`src/rtl/uart_bridge_pkg.sv`:
```
// rtl/uart_bridge_pkg.sv - shared constants and types for the I2C-to-UART bridge
// Contents: register offsets, STATUS/CTRL bit positions, UART FSM state type.
package uart_bridge_pkg;

    localparam logic [3:0] REG_DATA    = 4'h0;
    localparam logic [3:0] REG_STATUS  = 4'h1;
    localparam logic [3:0] REG_BAUD_LO = 4'h2;
    localparam logic [3:0] REG_BAUD_HI = 4'h3;
    localparam logic [3:0] REG_CTRL    = 4'h4;

    localparam int STAT_BUSY  = 7;
    localparam int STAT_FULL  = 6;
    localparam int STAT_EMPTY = 5;
    localparam int STAT_OVF   = 4;

    localparam int CTRL_EN      = 0;
    localparam int CTRL_CLR_OVF = 1;
    localparam int CTRL_FLUSH   = 2;

    typedef enum logic [1:0] {
        UART_IDLE,
        UART_START,
        UART_DATA,
        UART_STOP
    } uart_state_e;

endpackage

```
`src/rtl/sync_fifo_byte.sv`:
```
// rtl/sync_fifo_byte.sv - byte-wide synchronous FIFO with flush
// Ports: clk, rst_n (sync, active-low); push_i/din_i write side; pop_i/dout_o
// read side (dout_o shows the head while not empty); flush_i empties the FIFO
// and wins over push/pop; full_o, empty_o, count_o report occupancy.
module sync_fifo_byte #(
    parameter int DEPTH = 8
) (
    input  logic                     clk,
    input  logic                     rst_n,
    input  logic                     push_i,
    input  logic [7:0]               din_i,
    input  logic                     pop_i,
    input  logic                     flush_i,
    output logic [7:0]               dout_o,
    output logic                     full_o,
    output logic                     empty_o,
    output logic [$clog2(DEPTH):0]   count_o
);

    localparam int AW = $clog2(DEPTH);
    localparam int CW = AW + 1;

    logic [7:0]    mem_q [DEPTH];
    logic [AW-1:0] wr_ptr_q;
    logic [AW-1:0] rd_ptr_q;
    logic [CW-1:0] count_q;
    logic          do_push;
    logic          do_pop;

    assign full_o  = (count_q == CW'(DEPTH));
    assign empty_o = (count_q == '0);
    assign count_o = count_q;
    assign dout_o  = mem_q[rd_ptr_q];

    // A push into a full FIFO is still accepted when a pop frees a slot on the same edge.
    assign do_pop  = pop_i && !empty_o && !flush_i;
    assign do_push = push_i && (!full_o || do_pop) && !flush_i;

    always_ff @(posedge clk) begin
        if (rst_n && do_push) begin
            mem_q[wr_ptr_q] <= din_i;
        end
    end

    always_ff @(posedge clk) begin
        if (!rst_n || flush_i) begin
            wr_ptr_q <= '0;
            rd_ptr_q <= '0;
            count_q  <= '0;
        end else begin
            if (do_push) begin
                wr_ptr_q <= wr_ptr_q + AW'(1);
            end
            if (do_pop) begin
                rd_ptr_q <= rd_ptr_q + AW'(1);
            end
            case ({do_push, do_pop})
                2'b10:   count_q <= count_q + CW'(1);
                2'b01:   count_q <= count_q - CW'(1);
                default: count_q <= count_q;
            endcase
        end
    end

endmodule

```
`src/rtl/i2c_uart_bridge.sv`:
```
// rtl/i2c_uart_bridge.sv - register-mapped TX FIFO feeding an 8N1 UART transmitter
// Ports: clk, rst_n (sync, active-low); addr/wen/wdata bus writes;
// rdata_used acknowledges a read; rdata/sel combinational read path;
// tx serial line (idle high); tx_busy high while a frame is on the wire.
module i2c_uart_bridge
    import uart_bridge_pkg::*;
#(
    parameter logic [7:0]  BASE_ADDR  = 8'h10,
    parameter int          DEPTH      = 8,
    parameter logic [15:0] BAUD_RESET = 16'd433
) (
    input  logic       clk,
    input  logic       rst_n,
    input  logic [7:0] addr,
    input  logic       wen,
    input  logic [7:0] wdata,
    input  logic       rdata_used,
    output logic [7:0] rdata,
    output logic       sel,
    output logic       tx,
    output logic       tx_busy
);

    localparam int CW = $clog2(DEPTH) + 1;

    logic [3:0]    offset;
    logic          wr;
    logic          wr_data;
    logic          wr_ctrl;
    logic          flush;
    logic          pop;
    logic          ovf_set;
    logic          ovf_clr;
    logic          overflow_d;

    logic          enable_q;
    logic          overflow_q;
    logic [15:0]   div_q;

    logic [7:0]    fifo_dout;
    logic          fifo_full;
    logic          fifo_empty;
    logic [CW-1:0] fifo_count;

    uart_state_e   state_q;
    logic [15:0]   timer_q;
    logic [15:0]   div_lat_q;
    logic [2:0]    bit_cnt_q;
    logic [7:0]    shift_q;
    logic          tx_q;
    logic          busy_q;

    logic [7:0]    status;

    assign offset  = addr[3:0];
    assign sel     = (addr[7:4] == BASE_ADDR[7:4]);
    assign wr      = wen && sel;
    assign wr_data = wr && (offset == REG_DATA);
    assign wr_ctrl = wr && (offset == REG_CTRL);
    assign flush   = wr_ctrl && wdata[CTRL_FLUSH];

    // The FSM only leaves IDLE on a real pop; a same-cycle flush cancels it.
    assign pop     = (state_q == UART_IDLE) && enable_q && !fifo_empty && !flush;

    assign ovf_set    = wr_data && fifo_full && !pop;
    assign ovf_clr    = (wr_ctrl && wdata[CTRL_CLR_OVF]) ||
                        (rdata_used && sel && (offset == REG_STATUS));
    assign overflow_d = ovf_set || (overflow_q && !ovf_clr);

    sync_fifo_byte #(.DEPTH(DEPTH)) u_fifo (
        .clk     (clk),
        .rst_n   (rst_n),
        .push_i  (wr_data),
        .din_i   (wdata),
        .pop_i   (pop),
        .flush_i (flush),
        .dout_o  (fifo_dout),
        .full_o  (fifo_full),
        .empty_o (fifo_empty),
        .count_o (fifo_count)
    );

    always_ff @(posedge clk) begin
        if (!rst_n) begin
            enable_q   <= 1'b0;
            overflow_q <= 1'b0;
            div_q      <= BAUD_RESET;
        end else begin
            overflow_q <= overflow_d;
            if (wr && (offset == REG_BAUD_LO)) begin
                div_q[7:0] <= wdata;
            end
            if (wr && (offset == REG_BAUD_HI)) begin
                div_q[15:8] <= wdata;
            end
            if (wr_ctrl) begin
                enable_q <= wdata[CTRL_EN];
            end
        end
    end

    // tx/tx_busy are registered from the current state, so the line trails the
    // state by one clock; each phase still lasts exactly divider+1 clocks.
    always_ff @(posedge clk) begin
        if (!rst_n) begin
            state_q   <= UART_IDLE;
            timer_q   <= '0;
            div_lat_q <= '0;
            bit_cnt_q <= '0;
            shift_q   <= '0;
            tx_q      <= 1'b1;
            busy_q    <= 1'b0;
        end else begin
            busy_q <= (state_q != UART_IDLE);
            case (state_q)
                UART_IDLE: begin
                    tx_q <= 1'b1;
                    if (pop) begin
                        shift_q   <= fifo_dout;
                        timer_q   <= div_q;
                        div_lat_q <= div_q;
                        bit_cnt_q <= '0;
                        state_q   <= UART_START;
                    end
                end
                UART_START: begin
                    tx_q <= 1'b0;
                    if (timer_q == '0) begin
                        timer_q <= div_lat_q;
                        state_q <= UART_DATA;
                    end else begin
                        timer_q <= timer_q - 16'd1;
                    end
                end
                UART_DATA: begin
                    tx_q <= shift_q[0];
                    if (timer_q == '0) begin
                        timer_q   <= div_lat_q;
                        shift_q   <= {1'b0, shift_q[7:1]};
                        bit_cnt_q <= bit_cnt_q + 3'd1;
                        if (bit_cnt_q == 3'd7) begin
                            state_q <= UART_STOP;
                        end
                    end else begin
                        timer_q <= timer_q - 16'd1;
                    end
                end
                UART_STOP: begin
                    tx_q <= 1'b1;
                    if (timer_q == '0) begin
                        state_q <= UART_IDLE;
                    end else begin
                        timer_q <= timer_q - 16'd1;
                    end
                end
                default: state_q <= UART_IDLE;
            endcase
        end
    end

    assign tx      = tx_q;
    assign tx_busy = busy_q;

    always_comb begin
        status             = '0;
        status[STAT_BUSY]  = busy_q;
        status[STAT_FULL]  = fifo_full;
        status[STAT_EMPTY] = fifo_empty;
        status[STAT_OVF]   = overflow_q;
        status[3:0]        = 4'(fifo_count);
    end

    always_comb begin
        rdata = '0;
        if (sel) begin
            case (offset)
                REG_STATUS:  rdata = status;
                REG_BAUD_LO: rdata = div_q[7:0];
                REG_BAUD_HI: rdata = div_q[15:8];
                REG_CTRL:    rdata = {7'b0, enable_q};
                default:     rdata = '0;
            endcase
        end
    end

endmodule

```
`config.mk`:
```
export PLATFORM = sky130hd
export DESIGN_NAME = i2c_uart_bridge
export DESIGN_NICKNAME = d
export VERILOG_FILES = /design/src/rtl/uart_bridge_pkg.sv /design/src/rtl/sync_fifo_byte.sv /design/src/rtl/i2c_uart_bridge.sv
export SDC_FILE = /design/constraint.sdc
export NUM_CORES = 1
export LEC_CHECK = 0
export CAP_MARGIN = 30
export CORE_ASPECT_RATIO = 0.8
export CORE_UTILIZATION = 63
export DETAILED_ROUTE_END_ITERATION = 6
export DONT_BUFFER_PORTS = 1
export PLACE_DENSITY_LB_ADDON = 0.05
export SYNTH_ARGS = -nofsm -noshare
export SYNTH_HDL_FRONTEND = slang
export SYNTH_HIERARCHICAL = 1
export SYNTH_SLANG_ARGS = --single-unit
```
`constraint.sdc`:
```
create_clock -name clk -period 4.42 [get_ports clk]
set_input_delay 0.221 -clock clk [delete_from_list [all_inputs] [get_ports clk]]
set_output_delay 0.221 -clock clk [all_outputs]
set_load 0.03 [all_outputs]
```
==> impl_metrics.csv <==
group,metric,value,unit
outcome,status,"completed",
finish,fin_area,0.00740,mm²
setup_path,cp-end-kind,"register",
min_path,hold_path_class,"in -> reg",
synthesis,yosysWarnings,6,
cts,cts_setup_buffers,0,
timing,timing.setup.tns,0,ns
placement,dp_cells,679,
power_and_ir_drop,p_seq_share,49.1,%
timing,min_period,3.53,ns
drt,wl,14900,µm
setup_path,crit_type,"reg -> reg",
setup_path,crit_arrival,3.85,ns
power_and_ir_drop,ir_worst_vdd,0.294,mV
global_route,antenna_found_initial,0,
setup_path,crit_path_start_kind,"register",
power_and_ir_drop,power-per-cell-area,377,mW/mm²
timing,finalWorstSetupSlack,0.886,ns
drt,drc,0,
cts,cts_hold_buf,10,
synthesis,synthDistinctLibCells,63,
timing,fmax,283,MHz
floorplan,core_area,0.0102,mm²
cts,cts_sinks,142,
synthesis,synthesis.area,0.00663,mm²
synthesis,synth_ff_type,"dfxtp_1",
global_route,grt_max_degree,53,
floorplan,die_w,117,µm
timing,fin_crit_sh,79.9,%
cts,cts_tree,"done",
setup_path,worstPathCellList,"nor4_1, nor2b_1, nand3_2, clkinv_1, buf_4, o21ai_4, or2_2, ha_1, ha_1, nand3_1, a211oi_1, o21ai_0, o31ai_1",
synthesis,ys_seq_area_share,52.6,%
min_path,hp-start,"wdata[1]",
global_route,grt_pass1_wl,23500,µm
timing,slew_viol_final,0,
setup_path,crit_fanout,19,
global_route,grt_pass1_vias,4306,
flow_run,maxCapViolations,0,
drt,first_pass_iters,5,
placement,routabilityCongestion,0.835,
global_route,gr-total-overflow,0,
cts,path_clk_slew,0.06,ns
drt,num_vias,4439,
synthesis,synth_seq_cells,142,
timing,hold_slack,0.0319,ns
timing,clock_skew,0.00934,ns
drt,ant_nets,0,
setup_path,r2r-start,"u_fifo/count_o[0]$_SDFFE_PP0P_",
power_and_ir_drop,p_int,0.00223,W
floorplan,die_y,93.7,µm
finish,ff_latch_area,0.00348,mm²
synthesis,syn-num-nets,601,
setup_path,cp.required,4.74,ns
cts,clock_latency,0.41,ns
setup_path,max_stage_delay,0.49,ns
cts,htreeDepth,4,
drt,first_iter_violations,399,
finish,stdcell_count,721,
cts,numCtsBuffers,17,
cts,clockBufferDepth,2,
drt,detail_route.wl_per_cell,20.7,µm
placement,hpwl,9960,µm
synthesis,synth_edf_count,64,
power_and_ir_drop,power.switching,0.000560,W
finish,nFillCells,744,
floorplan,ios,31,
power_and_ir_drop,p_clk_share,49.2,%
finish,nets,603,
synthesis,avgSynthCellArea,11.7,µm²
placement,dp_slack,1.04,ns
timing,relSlewSlack,41.9,%
timing,rsz0062_at_grt,"false",
finish,multi_input_area,0.00292,mm²
finish,drive_gt1_share,14.6,%
synthesis,synthArstFlopShare,0,%
power_and_ir_drop,p_leak,2.81,nW
floorplan,die-area,0.0109,mm²
global_route,gr-usage-all-layers,29.8,%
setup_path,startpoint,"u_fifo/count_o[0]$_SDFFE_PP0P_",
power_and_ir_drop,power_frac_comb,1.6,%
floorplan,rows,33,
timing,hold_violations,0,
synthesis,synth_cells,566,
drt,vias_per_cell,6.16,
placement,io_buffers,0,
floorplan,start_util,64.7,%
cts,cts-resized-gates,0,
setup_path,slowest_stage,"dfxtp_1",
timing,setup_viol,0,
timing,worstMarginPinSlew,0.870,ns
power_and_ir_drop,power_switching_share,20.1,%
finish,diodes,0,
setup_path,path_common_cell,"ha_1",
finish,area_growth,11.6,%
placement,place_area,0.00671,mm²
cts,cts-root-buf,"clkbuf_16",
-- sequential cells by signal (all words and copies together) (netlist names), 2 cells and up, named ones only --
signal,flops
u_fifo/mem_q,64
div_lat_q,16
div_q,16
timer_q,16
shift_q,8
u_fifo/count_o,4
bit_cnt_q,3
u_fifo/rd_ptr_q,3
u_fifo/wr_ptr_q,3
state_q,2
-- cell type report --
cell class	count	area share, %
Sequential cell	142	47.1
Timing Repair Buffer	16	2.47
Tap cell	140	2.37
Inverter	15	0.778
Clock buffer	23	6.65
Clock inverter	9	1.10
Multi-Input combinational cell	376	39.5
-- cell families (layout without fill, tap and decap cells) --
family / after synthesis / count (layout) / share of synthesized area [%]
AND/OR/NAND/NOR: 172 / 172 / 13.8
adder cells (fa/ha/maj): 15 / 15 / 2.95
XOR/XNOR: 20 / 20 / 2.64
flip-flops: 142 / 142 / 52.6
AO/OA/AOI/OAI: 110 / 110 / 12.4
buffers and inverters: 48 / 63 / 3.42
multiplexers: 59 / 59 / 12.2
-- final timing paths --
check                                   endpoint  slack, ns  cells after the start
hold / removal             overflow_q$_SDFF_PN0_       0.03                      3
setup / recovery  u_fifo/count_o[3]$_SDFFE_PP0P_       0.89                     13
hold reg to reg       div_lat_q[11]$_SDFFE_PN0P_       0.47                      2
setup reg to reg  u_fifo/count_o[3]$_SDFFE_PP0P_       0.89                     13
-- cell usage after synthesis (all sizes together) (3+ instances only) --
master  instances  area (µm²)
nor4            4        31.3
mux2i          28         280
edfxtp         64        1920
nor2b          16         100
o21ai          25         136
a32o           16         160
mux4           16         360
nor3b           4        30.0
or3             4        25.0
xnor2           8        70.1
clkbuf         17        63.8
dfxtp          78        1560
nor3            7        35.0
nand2b         19         119
o211a           7        70.1
xor2           12         105
nand3           8        45.0
a21boi         23         184
nand3b          5        37.5
buf            16         105
a21oi          22         125
a22oi           7        52.6
mux2           15         169
nand2          56         210
nor2           34         135
nand4           3        18.8
inv            13        48.8
ha             14         175
and2            3        21.3
-- stage by stage --
stage | utilization (%) | power [W]
detailed placement | 65.6 | 0.00142
global placement | 65.1 | 0.00142
CTS | 72.2 | 0.00281
floorplan | - | 0.00143
finish | 72.2 | 0.00279
global route | 72.2 | 0.00287
-- placed cells by master (no fill, tap or decap), drive strengths merged, types with 19 or more instances in the layout --
cell type	count
a21oi	22
a21boi	23
edfxtp	64
clkbuf	23
dfxtp	78
nand2	56
nand2b	19
nor2	34
mux2i	28
o21ai	25
-- critical path, delay by kind of cell (launching register included) --
kind / cells / cell delay (ns)
flops: 1 / 0.49
fa+ha+maj: 2 / 0.64
compound gates: 4 / 0.70
simple gates: 5 / 1.24
buf+inv: 2 / 0.37
-- metal layers --
| layer | wire length [µm] | global-route usage, % | part of all wire (%) |
|---|---|---|---|
| met1 | 6820 | 41.4 | 46 |
| met2 | 6790 | 45.2 | 46 |
| met3 | 1060 | 7.48 | 7.1 |
| met4 | 246 | 11.4 | 1.6 |
| met5 | 0 | 0 | 0 |
-- power by group through the flow --
stage          clock network (W)   logic, W  registers, W
2_1_floorplan                  0  0.0000264       0.00140
3_3_place_gp                   0  0.0000198       0.00140
3_5_place_dp                   0  0.0000208       0.00140
4_1_cts                  0.00140  0.0000457       0.00137
5_1_grt                  0.00145  0.0000489       0.00137
6_report                 0.00137  0.0000457       0.00137
Power figures use the tool's default switching activity.
